### config.mk
export PLATFORM = sky130hd
export DESIGN_NAME = gray_seq_ctrl_flat
export DESIGN_NICKNAME = d
export VERILOG_FILES = /design/src/rtl/gray_seq_pkg.sv /design/src/rtl/gray_seq_ctrl_if.sv /design/src/rtl/bin_to_gray_conv.sv /design/src/rtl/gray_seq_ctrl.sv /design/src/flat_wrapper.sv
export SDC_FILE = /design/constraint.sdc
export NUM_CORES = 1
export LEC_CHECK = 0
export CAP_MARGIN = 25
export CORE_MARGIN = 8
export CORE_UTILIZATION = 39
export DETAILED_ROUTE_END_ITERATION = 8
export GPL_ROUTABILITY_DRIVEN = 0
export PLACE_DENSITY_LB_ADDON = 0.25
export SLEW_MARGIN = 20
export SYNTH_ARGS = -nofsm -noshare
export SYNTH_HDL_FRONTEND = slang
export SYNTH_HIERARCHICAL = 1
export SYNTH_SLANG_ARGS = --single-unit
### constraint.sdc
create_clock -name clk -period 1.8 [get_ports clk]
set_input_delay 0.36 -clock clk [delete_from_list [all_inputs] [get_ports clk]]
set_output_delay 0.36 -clock clk [all_outputs]
set_load 0.02 [all_outputs]
### src/rtl/gray_seq_pkg.sv
// Shared types and constants for the Gray-code sequencer.
package gray_seq_pkg;

    typedef enum logic [1:0] {ST_IDLE, ST_RUN, ST_DONE} gs_state_t;

    localparam logic DIR_UP   = 1'b0;
    localparam logic DIR_DOWN = 1'b1;

endpackage

### src/rtl/gray_seq_ctrl_if.sv
// Control plus output stream bundle of the Gray-code sequencer.
interface gray_seq_ctrl_if #(
    parameter int unsigned WIDTH = 4
);
    logic             start;
    logic             abort;
    logic [WIDTH-1:0] start_val;
    logic [WIDTH-1:0] end_val;
    logic             dir;
    logic             loop;
    logic             out_ready;
    logic             out_valid;
    logic [WIDTH-1:0] gray_out;
    logic [WIDTH-1:0] bin_out;
    logic             busy;
    logic             done;
    logic             seq_err;

    modport master (
        output start, abort, start_val, end_val, dir, loop, out_ready,
        input  out_valid, gray_out, bin_out, busy, done, seq_err
    );

    modport slave (
        input  start, abort, start_val, end_val, dir, loop, out_ready,
        output out_valid, gray_out, bin_out, busy, done, seq_err
    );

endinterface

### src/rtl/bin_to_gray_conv.sv
// Purely combinational binary-to-Gray converter.
module bin_to_gray_conv #(
    parameter int unsigned WIDTH = 4
) (
    input  logic [WIDTH-1:0] i_bin,
    output logic [WIDTH-1:0] o_gray
);

    assign o_gray = i_bin ^ (i_bin >> 1);

endmodule

### src/rtl/gray_seq_ctrl.sv
// Start/end binary sequencer feeding a Gray converter onto a valid/ready stream.
// Optional Hamming-distance checker is enabled by defining GRAY_SEQ_CHECK_EN.
module gray_seq_ctrl
    import gray_seq_pkg::*;
#(
    parameter int unsigned WIDTH = 4
) (
    input  logic            clk,
    input  logic            rst,
    gray_seq_ctrl_if.slave  bus
);

    localparam logic [WIDTH-1:0] BIN_ONE = WIDTH'(1);

    gs_state_t        r_state;
    gs_state_t        w_state_nxt;
    logic [WIDTH-1:0] r_bin;
    logic [WIDTH-1:0] r_start;
    logic [WIDTH-1:0] r_end;
    logic             r_dir;
    logic             r_loop;
    logic             w_accept;
    logic             w_beat;
    logic             w_at_end;
    logic [WIDTH-1:0] w_bin_step;
    logic [WIDTH-1:0] w_gray;

    assign w_accept   = (r_state == ST_IDLE) & bus.start & ~bus.abort;
    assign w_beat     = (r_state == ST_RUN) & bus.out_ready;
    assign w_at_end   = (r_bin == r_end);
    assign w_bin_step = (r_dir == DIR_DOWN) ? (r_bin - BIN_ONE) : (r_bin + BIN_ONE);

    always_ff @(posedge clk) begin
        if (rst) begin
            r_state <= ST_IDLE;
        end else begin
            r_state <= w_state_nxt;
        end
    end

    always_comb begin
        w_state_nxt = r_state;
        case (r_state)
            ST_IDLE: if (w_accept) w_state_nxt = ST_RUN;
            ST_RUN: begin
                if (bus.abort) begin
                    w_state_nxt = ST_IDLE;
                end else if (w_beat && w_at_end && !r_loop) begin
                    w_state_nxt = ST_DONE;
                end
            end
            ST_DONE: w_state_nxt = ST_IDLE;
            default: w_state_nxt = ST_IDLE;
        endcase
    end

    always_comb begin
        bus.out_valid = (r_state == ST_RUN);
        bus.busy      = (r_state == ST_RUN) || (r_state == ST_DONE);
        bus.done      = (r_state == ST_DONE);
    end

    // Config is captured once per start; an aborted beat leaves the count untouched.
    always_ff @(posedge clk) begin
        if (rst) begin
            r_bin   <= '0;
            r_start <= '0;
            r_end   <= '0;
            r_dir   <= DIR_UP;
            r_loop  <= 1'b0;
        end else if (w_accept) begin
            r_bin   <= bus.start_val;
            r_start <= bus.start_val;
            r_end   <= bus.end_val;
            r_dir   <= bus.dir;
            r_loop  <= bus.loop;
        end else if (w_beat && !bus.abort) begin
            if (!w_at_end) begin
                r_bin <= w_bin_step;
            end else if (r_loop) begin
                r_bin <= r_start;
            end
        end
    end

    bin_to_gray_conv #(
        .WIDTH (WIDTH)
    ) u_conv (
        .i_bin  (r_bin),
        .o_gray (w_gray)
    );

    assign bus.bin_out  = r_bin;
    assign bus.gray_out = w_gray;

`ifdef GRAY_SEQ_CHECK_EN
    logic             r_seq_err;
    logic [WIDTH-1:0] w_gray_step;

    assign w_gray_step = w_bin_step ^ (w_bin_step >> 1);

    // Only plain steps are checked; reloads to start_val may legally jump several bits.
    always_ff @(posedge clk) begin
        if (rst) begin
            r_seq_err <= 1'b0;
        end else if (w_accept) begin
            r_seq_err <= 1'b0;
        end else if (w_beat && !bus.abort && !w_at_end &&
                     ($countones(w_gray ^ w_gray_step) != 1)) begin
            r_seq_err <= 1'b1;
        end
    end

    assign bus.seq_err = r_seq_err;
`else
    assign bus.seq_err = 1'b0;
`endif

endmodule
### src/flat_wrapper.sv
// flat-port wrapper written by rule: the top's interface ports become plain ports
module gray_seq_ctrl_flat import gray_seq_pkg::*;
#(
    parameter int unsigned WIDTH = 4
)
  (clk, rst, bus_start, bus_abort, bus_start_val, bus_end_val, bus_dir, bus_loop, bus_out_ready, bus_out_valid, bus_gray_out, bus_bin_out, bus_busy, bus_done, bus_seq_err);
  gray_seq_ctrl_if #(.WIDTH(WIDTH)) bus_i ();
  input  logic clk;
  input  logic rst;
  input wire logic [$bits(bus_i.start)-1:0] bus_start;
  input wire logic [$bits(bus_i.abort)-1:0] bus_abort;
  input wire logic [$bits(bus_i.start_val)-1:0] bus_start_val;
  input wire logic [$bits(bus_i.end_val)-1:0] bus_end_val;
  input wire logic [$bits(bus_i.dir)-1:0] bus_dir;
  input wire logic [$bits(bus_i.loop)-1:0] bus_loop;
  input wire logic [$bits(bus_i.out_ready)-1:0] bus_out_ready;
  output wire logic [$bits(bus_i.out_valid)-1:0] bus_out_valid;
  output wire logic [$bits(bus_i.gray_out)-1:0] bus_gray_out;
  output wire logic [$bits(bus_i.bin_out)-1:0] bus_bin_out;
  output wire logic [$bits(bus_i.busy)-1:0] bus_busy;
  output wire logic [$bits(bus_i.done)-1:0] bus_done;
  output wire logic [$bits(bus_i.seq_err)-1:0] bus_seq_err;
  assign bus_i.start = bus_start;
  assign bus_i.abort = bus_abort;
  assign bus_i.start_val = bus_start_val;
  assign bus_i.end_val = bus_end_val;
  assign bus_i.dir = bus_dir;
  assign bus_i.loop = bus_loop;
  assign bus_i.out_ready = bus_out_ready;
  assign bus_out_valid = bus_i.out_valid;
  assign bus_gray_out = bus_i.gray_out;
  assign bus_bin_out = bus_i.bin_out;
  assign bus_busy = bus_i.busy;
  assign bus_done = bus_i.done;
  assign bus_seq_err = bus_i.seq_err;
  gray_seq_ctrl #(.WIDTH(WIDTH)) u_core (.clk(clk), .rst(rst), .bus(bus_i));
endmodule
* Word level (Yosys, flattened, before mapping) *
Cells that the tools add are included.

storage, ports and cells
  register bits after elaboration = 16
  bits of input ports = 15
  output and inout port bits = 12
  logic and storage cells = 38

operators by class
  $add $sub $neg = 2
  eq/ne operators = 6
  mux-type cells = 9
  bitwise gates (word level) = 5
  reductions and logical operators = 10

operators by type and width
  operator                                                                 count
  4-bit two-way mux                                                        5
  2-bit two-way mux                                                        3
  4-bit by 1-bit adder with 4-bit output, second input constant            1
  4-bit == test                                                            1
  2-bit case mux with 2 select lines                                       1
  2-bit AND reduction                                                      2
  4-bit by 1-bit subtractor with 4-bit output, second input constant       1
  4-bit by 3-bit bitwise XOR with 4-bit output                             1
  1-bit bitwise AND                                                        3
  1-bit logical AND                                                        3
  3-bit by 1-bit inequality test with 1-bit output, second input constant  1
  3-bit by 2-bit inequality test with 1-bit output, second input constant  1
  2-bit by 1-bit == test with 1-bit output, second input constant          1
  2-bit == test, second input constant                                     1
  1-bit zero test                                                          2
  2-bit zero test                                                          1
  2-bit by 1-bit inequality test with 1-bit output, second input constant  1
  2-bit nonzero test                                                       1
  1-bit logical OR                                                         1
  1-bit inverter                                                           1

* Logic depth before layout (Yosys ltp) *
Gate-level depths: netlist of the first run.

  depth in word-level cells = 7
  gate-level depth with buffers = 7
  gate-level depth less buffers = 7

* Cells and area by module *
The synthesis of the first run kept the hierarchy.

by module, submodules not included
  module            times used  cells an instance  area each (µm²)  sequential area each (µm²)
  gray_seq_ctrl     1           109                903.4            320.3
  bin_to_gray_conv  1           4                  33.8             0.0

* Worst setup path after synthesis of the first run *
No wires, ideal clock.

  path type = register to register
  start = register u_core.r_bin[0], in the netlist u_core/bus.bin_out[0]
  end = register u_core.r_bin[2], in the netlist u_core/bus.bin_out[2]
  library setup time = 0.116 ns
  arrival = 1.609 ns
  data required time = 1.684 ns
  slack = 0.074 ns
  cell stages (with the launch flop) = 7
  path buffers = 0
  period minus slack after synthesis = 1.726 ns
  cell sequence = dfxtp_1 inv_1 fa_1 xnor2_1 mux2i_1 a211oi_1 a31o_2

on the way
  cells in the longest elaborated chain, start to end = 5
  elaborated cells between the ends (all ways) = 9
  those cells by class = add/sub (2); eq/ne (2); mux (4); reduce/logical (1)

ends and longest elaborated chain
  what                                                                                                   RTL line             text
  from (decl)                                                                                            gray_seq_ctrl.sv:17  logic [WIDTH-1:0] r_bin;
  from (signal assigned)                                                                                 gray_seq_ctrl.sv:72  r_bin <= bus.start_val;
  from (signal assigned)                                                                                 gray_seq_ctrl.sv:79  r_bin <= w_bin_step;
  from (signal assigned)                                                                                 gray_seq_ctrl.sv:81  r_bin <= r_start;
  4-bit by 1-bit adder with 4-bit output or 4-bit by 1-bit subtractor with 4-bit output (tied branches)  gray_seq_ctrl.sv:31  assign w_bin_step = (r_dir == DIR_DOWN) ? (r_bin - BIN_ONE) : (r_bin + BIN_ONE);
  4-bit two-way mux                                                                                      gray_seq_ctrl.sv:31
  4-bit two-way mux                                                                                      gray_seq_ctrl.sv:78  if (!w_at_end) begin
  4-bit two-way mux                                                                                      gray_seq_ctrl.sv:77  end else if (w_beat && !bus.abort) begin
  4-bit two-way mux                                                                                      gray_seq_ctrl.sv:71  end else if (w_accept) begin

Parallel ways exist; a longest one is shown, timed or not. The select of a mux whose other input is x is not followed.
A chain may end at the register's enable or synchronous reset.

* Worst setup path after layout of the first run *
  start = register u_core.r_bin[3], in the netlist u_core/bus.bin_out[3]
  end = output port bus_gray_out[3]

on the way
  cells in the longest elaborated chain, start to end = 1

ends and longest elaborated chain
  what                                          RTL line               text
  4-bit by 3-bit bitwise XOR with 4-bit output  bin_to_gray_conv.sv:9  assign o_gray = i_bin ^ (i_bin >> 1);
  to (decl)                                     flat_wrapper.sv:18     output wire logic [$bits(bus_i.gray_out)-1:0] bus_gray_out;

No other way between the ends.

==> results by group, run 1 <==
Place
  • Hpwl dp: roughly 1900 µm
  • Port buffer count: 25
  • Area of placed instances: between 0.001 and 0.0015 mm²

Worst setup path
  • Reg2reg path depth: 6
  • CP max stage cell: clkdlybuf4s50_1
  • RR Startpoint: u_core/bus.bin_out[3]
  • WP data required: ~1.4 ns
  • CP endpoint kind: output pin
  • Crit path launch type: flip-flop
  • CP Max Fanout: 5
  • Critical Path, Cell by Cell: clkdlybuf4s50_1
  • Crit path launch: u_core/bus.bin_out[3]
  • Worst setup path class: flip-flop to output pin
  • WP buf/inv: 1
  • Crit. path cell count: 1
  • CP delay by family, top: buffers and inverters
  • Critical path's largest stage delay: about 0.65 ns
  • Worst Path Arrival: 1.37 ns

Clocking
  • Clk root buf: clkbuf_4
  • Clk sinks: 16
  • Clock Path Buffers: 2
  • Worst-Skew Late Latency: approximately 0.28 ns
  • Max H-tree Level: 1
  • Number of buffers created by CTS: 3
  • CTS tree: built
  • Clk pin slew, worst setup/hold paths: approximately 0.090 ns

Die
  • Die area: about 0.0042 mm²
  • Die W: 65.0 µm
  • Top Ports: 27
  • Die Y: ~65 µm
  • Starting Density: 0.420
  • # rows: 17
  • Core box area: 0.00223 mm²

Drt
  • DR pass1 iterations: 4
  • DRC Markers: 0
  • Iteration-0 DRC Markers: 30
  • Routed vias: about 880
  • Routed wire length: between 2000 and 2500 µm
  • Vias per cell: 5.17
  • WL/cell: ~14 µm
  • Antenna Nets Post-Route: 0

Synth
  • Syn avg cell area: about 8.3 µm²
  • #FFs+latches synth: 16
  • Top cells by count, synth: nand2_1 (22), dfxtp_1 (16), a21oi_1 (15)
  • Most numerous cell in the Yosys netlist: nand2_1
  • Area leader, netlist: dfxtp_1
  • Number of synthesized flops with an enable pin: 0
  • Synth cell types: 30
  • Mapped Area: roughly 940 µm²
  • Post-synthesis cell count: 113
  • Synth Flop Type: dfxtp_1
  • Async SR Flop Fraction: 0
  • Seq/Total Area, Yosys: 0.342
  • Post-synthesis net count: about 140
  • Main area contributors after synthesis: dfxtp_1 (34%), nand2_1 (8.8%), a21oi_1 (8.0%)
  • Number of synthesis warnings: 6
  • Yosys top cell area share: 0.342

Layout
  • Finished Core Util: 0.569
  • Area Growth Syn to Fin: 35.5%
  • Final #Nets: about 170
  • Diode count: 0
  • Finished Cell Area: about 0.0013 mm²
  • Share of post-route cells with drive strength above 1: 0.119

Global route
  • First-pass GRT wire length: 4060 µm
  • Largest net degree at the start of global routing: 16
  • Antenna violations before repair: 0
  • Vias in the first global route: 890
  • Total congestion overflow: 0
  • GRT Resource Usage Total: 0.118

STA
  • Fmax: 577 MHz
  • Clock Skew: about 0.0018 ns
  • Final hold vios: 0
  • Fin crit share: 0.963
  • Setup Viol. Count Final: 0
  • Slew Limit Fails: 0
  • Period minus WS final: ~1.7 ns
  • Setup_tns: 0 ns

Outcome
  • Status: finished, final reports clean

Power
  • Clock share of power: 0.114
  • Switching share of power: 0.417
  • Comb power frac: 0.588
  • Power per cell area: 1270 mW/mm²
  • Sw power: 671 µW
  • Lkg Pwr: roughly 0.53 nW
  • Max VDD drop: 0.702 mV
  • Seq pwr share: 0.298
  • Pint: about 940 µW

Job
  • Max cap viols: 0

Worst hold path
  • Hold Crit Start: u_core/r_start[2]
  • Worst Hold Depth: 2
  • Worst Hold Class: flip-flop to flip-flop
[stage by stage]
step	instances	power [mW]	worst slack [ns]	hold slack, ns
finish	171	1.61	0.0659	0.462
global route	171	1.74	-0.0197	0.484
CTS	170	1.60	0.0473	0.462
detailed placement	167	1.46	-0.0919	0.449
global placement	167	1.42	0.0308	0.446
floorplan	113	1.10	0.0745	0.433
[final timing paths]
| kind | end | slack [ns] |
|---|---|---|
| min | u_core/r_start[2] | 0.46 |
| max | bus_gray_out[3] | 0.07 |
| max reg2reg | u_core/bus.bin_out[2] | 0.08 |
| min reg2reg | u_core/r_start[2] | 0.46 |
[metal layers]
metal / global-route usage / routed length [µm]
met5: 0 / 0
met4: 0.0163 / 16
met3: 0.0447 / 139
met2: 0.219 / 1260
met1: 0.126 / 963
[sequential cells by signal, summed over array words and instances (netlist names)]
register / cells
u_core/r_state: 2
u_core/r_loop: 1
u_core/r_start: 4
u_core/r_end: 4
u_core/bus.bin_out: 4
u_core/r_dir: 1
[area by class of cell]
cell class / count / area [µm²]
Clock buffer: 3 / 22.5
Fill cell: 227 / 963
Inverter: 8 / 30.0
Multi-Input combinational cell: 83 / 557
Sequential cell: 16 / 323
Tap cell: 28 / 35.0
Timing Repair Buffer: 33 / 303
[cell families after synthesis]
| logic type | synth area share |
|---|---|
| multiplexers | 0.0320 |
| AND/OR/NAND/NOR | 0.167 |
| AO/OA/AOI/OAI | 0.196 |
| buffers and inverters | 0.0641 |
| adder cells (fa/ha/maj) | 0.101 |
| other | 0.00400 |
| XOR/XNOR | 0.0935 |
| flip-flops | 0.342 |
[timing repair]
| item | CTS | global route |
|---|---|---|
| endpoints found under the hold margin | 0 | 0 |
| hold buffers | 0 | 0 |
| setup buffers | 0 | 1 |
| pin swaps | 0 | 0 |
| gates resized for setup | 8 | 2 |
| setup endpoints to repair | 8 | 2 |
[placed cells by master, fill, tap and decap left out, types with 2 or more instances in the layout]
master and instances:
a211oi_1 3, a21oi_1 15, buf_4 8, clkbuf_4 3, clkdlybuf4s50_1 18, dfxtp_1 14
dfxtp_2 2, dlygate4sd2_1 6, ha_1 6, inv_1 8, mux2i_1 3, nand2_1 22
nand2b_1 2, nand4_1 2, nor2_1 4, o21ai_0 2, xnor2_1 7, xor2_1 3
[power groups by stage]
stage               Sequential [mW]  Combinational (mW)  Clock [mW]
global placement              0.483               0.940           0
CTS                           0.478               0.927       0.191
detailed placement            0.486               0.974           0
global route                  0.487                1.04       0.212
floorplan                     0.507               0.592           0
finish                        0.479               0.945       0.184
Power figures use the tool's default switching activity.
==> run 2, diff against run 1 <==
--- a/config.mk
+++ b/config.mk
@@ -8,7 +8,9 @@
 export CAP_MARGIN = 25
 export CORE_MARGIN = 8
 export CORE_UTILIZATION = 39
+export CTS_BUF_LIST = sky130_fd_sc_hd__clkbuf_4 sky130_fd_sc_hd__clkbuf_8
 export DETAILED_ROUTE_END_ITERATION = 8
+export DONT_BUFFER_PORTS = 1
 export GPL_ROUTABILITY_DRIVEN = 0
 export PLACE_DENSITY_LB_ADDON = 0.25
 export SLEW_MARGIN = 20
==> constraint.sdc (replaced) <==
create_clock -name clk -period 2.24 [get_ports clk]
set_input_delay 0.448 -clock clk [delete_from_list [all_inputs] [get_ports clk]]
set_output_delay 0.448 -clock clk [all_outputs]
set_load 0.02 [all_outputs]
==> results by group, run 2 (synthesized netlist as in run 1, its figures left out) <==
Outcome
  • Status: finished, final reports clean

Clocking
  • PostCTS Resize Cnt: 0
  • CTS tree: built
  • Max H-tree Level: 1
  • Clock Path Buffers: 2
  • Cts hold-fix bufs: 0
  • Clk pin slew, worst setup/hold paths: 0.09 ns
  • Number of buffers created by CTS: 3
  • Worst-Skew Late Latency: approximately 0.28 ns
  • Setup Buffers After CTS: 0
  • Clk root buf: clkbuf_4
  • Clk sinks: 16

Worst setup path
  • CP endpoint kind: output pin
  • CP delay by family, top: flip-flops
  • Crit path launch: u_core/bus.bin_out[2]
  • RR Startpoint: u_core/r_state[1]
  • CP Max Fanout: 6
  • Worst R2R End: u_core/bus.bin_out[0]
  • Reg2reg path depth: 7
  • Crit. path cell count: 1
  • Worst setup path class: flip-flop to output pin
  • Critical Path, Cell by Cell: xor2_1
  • CP max stage cell: dfxtp_1
  • Crit path launch type: flip-flop
  • Critical path's largest stage delay: roughly 0.61 ns
  • Worst Path Arrival: 1.36 ns
  • CP endpoint: bus_gray_out[1]
  • Internal reg-to-reg setup slack: 0.50 ns
  • WP data required: 1.79 ns
  • WP buf/inv: 0

Layout
  • Area Growth Syn to Fin: 6.94%
  • Most frequent cells in the layout: nand2_1 (22), dfxtp_1 (16), a21oi_1 (15)
  • Non-Filler Instances: between 100 and 150
  • Final #Nets: between 100 and 150
  • Diode count: 0
  • Commonest non-fill, non-tap cell in the layout: nand2_1
  • Share of post-route cells with drive strength above 1: 0.104
  • Fillers: approximately 250

Global route
  • GRT Resource Usage Total: 0.109
  • Vias in the first global route: 767
  • Largest net degree at the start of global routing: 17
  • Antenna violations before repair: 0
  • Total congestion overflow: 0
  • First-pass GRT wire length: ~3700 µm

Place
  • Port buffer count: 0
  • Cells after DPL: 140
  • Hpwl dp: 1650 µm

Power
  • Max VDD drop: ~0.47 mV
  • Final total power: roughly 1.1 mW
  • Power per cell area: roughly 1100 mW/mm²
  • Lkg Pwr: 0.401 nW

Drt
  • DR pass1 iterations: 4
  • WL/cell: roughly 15 µm
  • Routed vias: ~760
  • DRC Markers: 0
  • Routed wire length: ~2200 µm
  • Antenna Nets Post-Route: 0
  • Vias per cell: ~5.3
  • Iteration-0 DRC Markers: 29

STA
  • Slew Limit Fails: 0
  • Setup Viol. Count Final: 0
  • Clock Skew: about 0.0035 ns
  • Setup_tns: 0 ns
  • Period minus WS final: around 1.8 ns
  • Hold slack: between 0.2 and 0.25 ns
  • Fmax: ~550 MHz
  • Final hold vios: 0
  • Fin crit share: 0.806
  • RSZ-0062 raised after global routing: no

Die
  • Starting Density: 0.420
  • # rows: 17
  • Die Y: around 65 µm
  • Top Ports: 27
  • Die W: approximately 65 µm
  • Die area: approximately 0.0042 mm²
  • Core box area: about 0.0022 mm²

Job
  • Max cap viols: 0

Worst hold path
  • Worst Hold Class: input port to flip-flop
==> run 2: cell count changes in the layout (fill, tap and decap cells not counted) <==
| cell | change |
|---|---|
| dlygate4sd2_1 | -6 |
| dfxtp_1 | +2 |
| dfxtp_2 | -2 |
| clkdlybuf4s50_1 | -18 |
| clkdlybuf4s15_1 | -1 |
| buf_4 | -3 |
==> run 2: stage by stage <==
| step | util | area (µm²) | worst slack (ns) |
|---|---|---|---|
| after global placement | 0.439 | 980 | 0.522 |
| after detailed placement | 0.439 | 980 | 0.517 |
| after floorplan | - | 937 | 0.514 |
| final | 0.449 | 1000 | 0.434 |
| after CTS | 0.449 | 1000 | 0.406 |
| after global routing | 0.449 | 1000 | 0.291 |
==> run 2: worst min path at each step <==
stage                      startpoint                     to  slack [ns]  depth (start not counted)
floorplan           u_core/r_start[3]      u_core/r_start[3]        0.43                          2
CTS                               rst  u_core/bus.bin_out[0]        0.20                          1
finish                            rst  u_core/bus.bin_out[0]        0.21                          1
detailed placement  u_core/r_start[3]      u_core/r_start[3]        0.44                          2
global route                      rst  u_core/bus.bin_out[0]        0.19                          1
global placement    u_core/r_start[3]      u_core/r_start[3]        0.44                          2
==> run 2: layout make-up <==
| cell class | count | area, µm² | share of cell area |
|---|---|---|---|
| inverters | 8 | 30.0 | 0.0300 |
| multi-input cells | 83 | 557 | 0.556 |
| well taps | 28 | 35.0 | 0.0350 |
| clock buffers | 3 | 22.5 | 0.0225 |
| flip-flops and latches | 16 | 320 | 0.320 |
| repair buffers | 5 | 37.5 | 0.0375 |
==> run 2: layer usage <==
layer | vias to the layer above | global-route usage | part of all wire
met5 | - | 0 | 0
met4 | 0 | 0.0409 | 0.0064
met3 | 2 | 0.0344 | 0.057
met2 | 17 | 0.183 | 0.50
met1 | 354 | 0.127 | 0.44
li1 | 384 | - | -
==> run 2: worst reg2reg max path: cells and delay by family, from the launching register on <==
family	cells	cell delay (ns)
compound gates	4	0.69
flops	1	0.33
simple gates	1	0.31
buf+inv	1	0.12
fa+ha+maj	1	0.22
==> run 2: power breakdown <==
group / total, mW / internal [mW] / switching (mW)
registers: 0.390 / 0.333 / 0.0570
clock network: 0.153 / 0.0624 / 0.0905
logic: 0.595 / 0.240 / 0.355
total: 1.14 / 0.635 / 0.502
==> run 3, diff against run 2 <==
==> constraint.sdc (replaced) <==
create_clock -name clk -period 1.5 [get_ports clk]
set_input_delay 0.3 -clock clk [delete_from_list [all_inputs] [get_ports clk]]
set_output_delay 0.3 -clock clk [all_outputs]
set_load 0.02 [all_outputs]
==> results by group, run 3 (synthesized netlist as in run 1, its figures left out) <==
Outcome
  • Status: finished, violations left
  • Failing checks: negative setup slack

STA
  • Final hold vios: 0
  • Final WS setup: -0.0135 ns
  • Period minus WS final: ~1.5 ns
  • Setup Viol. Count Final: 3
  • Fin crit share: 1.01
  • Fmax: 661 MHz
  • Clock Skew: between 0.005 and 0.006 ns
  • RSZ-0062 raised after global routing: yes
  • Slew Limit Fails: 0
  • Hold slack: 0.0490 ns

Global route
  • Antenna violations before repair: 0
  • First-pass GRT wire length: about 3600 µm
  • Vias in the first global route: approximately 780
  • Gr busiest metal: met2
  • Met1 Use GR: 0.128
  • GRT Resource Usage Total: 0.108
  • Global Route met3 Usage: 0.0447
  • Total congestion overflow: 0
  • Largest net degree at the start of global routing: 17
  • Grt met2 use: 0.165

Layout
  • Final #Nets: 160
  • Diode count: 0
  • Finished Core Util: 0.579
  • Share of post-route cells with drive strength above 1: 0.423
  • Commonest non-fill, non-tap cell in the layout: buf_4
  • Fillers: slightly below 200
  • Area Growth Syn to Fin: 37.9%
  • Most frequent cells in the layout: buf_4 (24), nand2_1 (22), a21oi_1 (13)

Job
  • Max cap viols: 0

Die
  • Die area: ~0.0042 mm²
  • Core box area: roughly 0.0022 mm²
  • Die W: roughly 65 µm
  • Die Y: about 65 µm
  • Starting Density: 0.420
  • # rows: 17
  • Top Ports: 27

Drt
  • Routed vias: approximately 800
  • DRC Markers: 0
  • Vias per cell: around 4.9
  • WL/cell: 14.1 µm
  • Routed wire length: 2330 µm
  • Antenna Nets Post-Route: 0
  • DR pass1 iterations: 4
  • Iteration-0 DRC Markers: 32

Power
  • Comb power frac: 0.599
  • Clock share of power: 0.131
  • Seq pwr share: 0.270
  • Sw power: slightly below 900 µW
  • Power per cell area: ~1700 mW/mm²
  • Lkg Pwr: 0.540 nW
  • Switching share of power: 0.401
  • Max VDD drop: just over 1 mV
  • Pint: around 1.3 mW

Clocking
  • Cts hold-fix bufs: 0
  • Clk root buf: clkbuf_4
  • Worst-Skew Late Latency: ~0.29 ns
  • Clk sinks: 16
  • Max H-tree Level: 1
  • Clock Path Buffers: 2
  • CTS tree: built
  • Clk pin slew, worst setup/hold paths: about 0.10 ns
  • Number of buffers created by CTS: 3

Worst setup path
  • RR Startpoint: u_core/r_state[1]
  • Crit path launch: u_core/r_state[1]
  • Worst setup path class: flip-flop to flip-flop
  • Worst Path Arrival: between 1.5 and 2 ns
  • CP endpoint kind: flip-flop
  • WP data required: 1.70 ns
  • Crit path launch type: flip-flop
  • CP Max Fanout: 8

Place
  • Setup WS pre-CTS: -0.0730 ns
  • Hpwl dp: 1700 µm
  • Port buffer count: 0

Worst hold path
  • Worst Hold Class: input port to flip-flop
  • Hold Crit Start: rst
## run 3: changes by cell type in the layout (fill, tap and decap cells not counted), sizes merged
cell / change
buf: +21
clkbuf: +1
## run 3: stage by stage
stage	instance area (µm²)	instances	setup TNS, ns	power (mW)
after floorplan	966	113	-0.0159	1.37
after global placement	1130	156	-0.0910	1.71
after detailed placement	1130	156	-0.206	1.71
after CTS	1190	160	-0.00458	2.07
after global routing	1290	165	-0.338	2.34
final	1290	165	-0.0314	2.20
## run 3: worst paths after layout
kind,endpoint,slack [ns],cells after the start
setup reg to reg,u_core/bus.bin_out[1],-0.01,7
hold / removal,u_core/bus.bin_out[0],0.05,1
setup / recovery,u_core/bus.bin_out[1],-0.01,7
hold reg to reg,u_core/r_loop,0.46,2
## run 3: power groups by stage
stage	sequential [mW]	clock, mW	combinational, mW
final	0.593	0.288	1.31
after global routing	0.603	0.320	1.42
after CTS	0.581	0.302	1.19
after detailed placement	0.584	0	1.13
after global placement	0.579	0	1.13
after floorplan	0.631	0	0.737
## run 3: layout make-up
type / count / area, µm² / area share
clock buffer: 4 / 36.3 / 0.0281
timing repair buffer: 26 / 203 / 0.157
tap: 28 / 35.0 / 0.0271
inverter: 8 / 35.0 / 0.0271
multi-input combinational: 83 / 644 / 0.499
sequential: 16 / 339 / 0.262
## run 3: metal layers
layer,up-vias,wire (µm)
li1,430,-
met1,354,1120
met2,14,1060
met3,4,103
met4,0,48
met5,-,0
## run 3: repair_timing
item                                    CTS  global route
resized for setup                        10            14
pin swaps                                 4            11
setup buffers                             0             5
endpoints found under the setup margin    5             4
## run 3: critical path, stage by stage, from the launching register on
cell and delay (ns):
dfxtp_4 0.37, inv_4 0.05, ha_4 0.15, and3b_2 0.23
a21oi_2 0.13, a31o_4 0.18, a211oi_2 0.06, a221oi_2 0.26
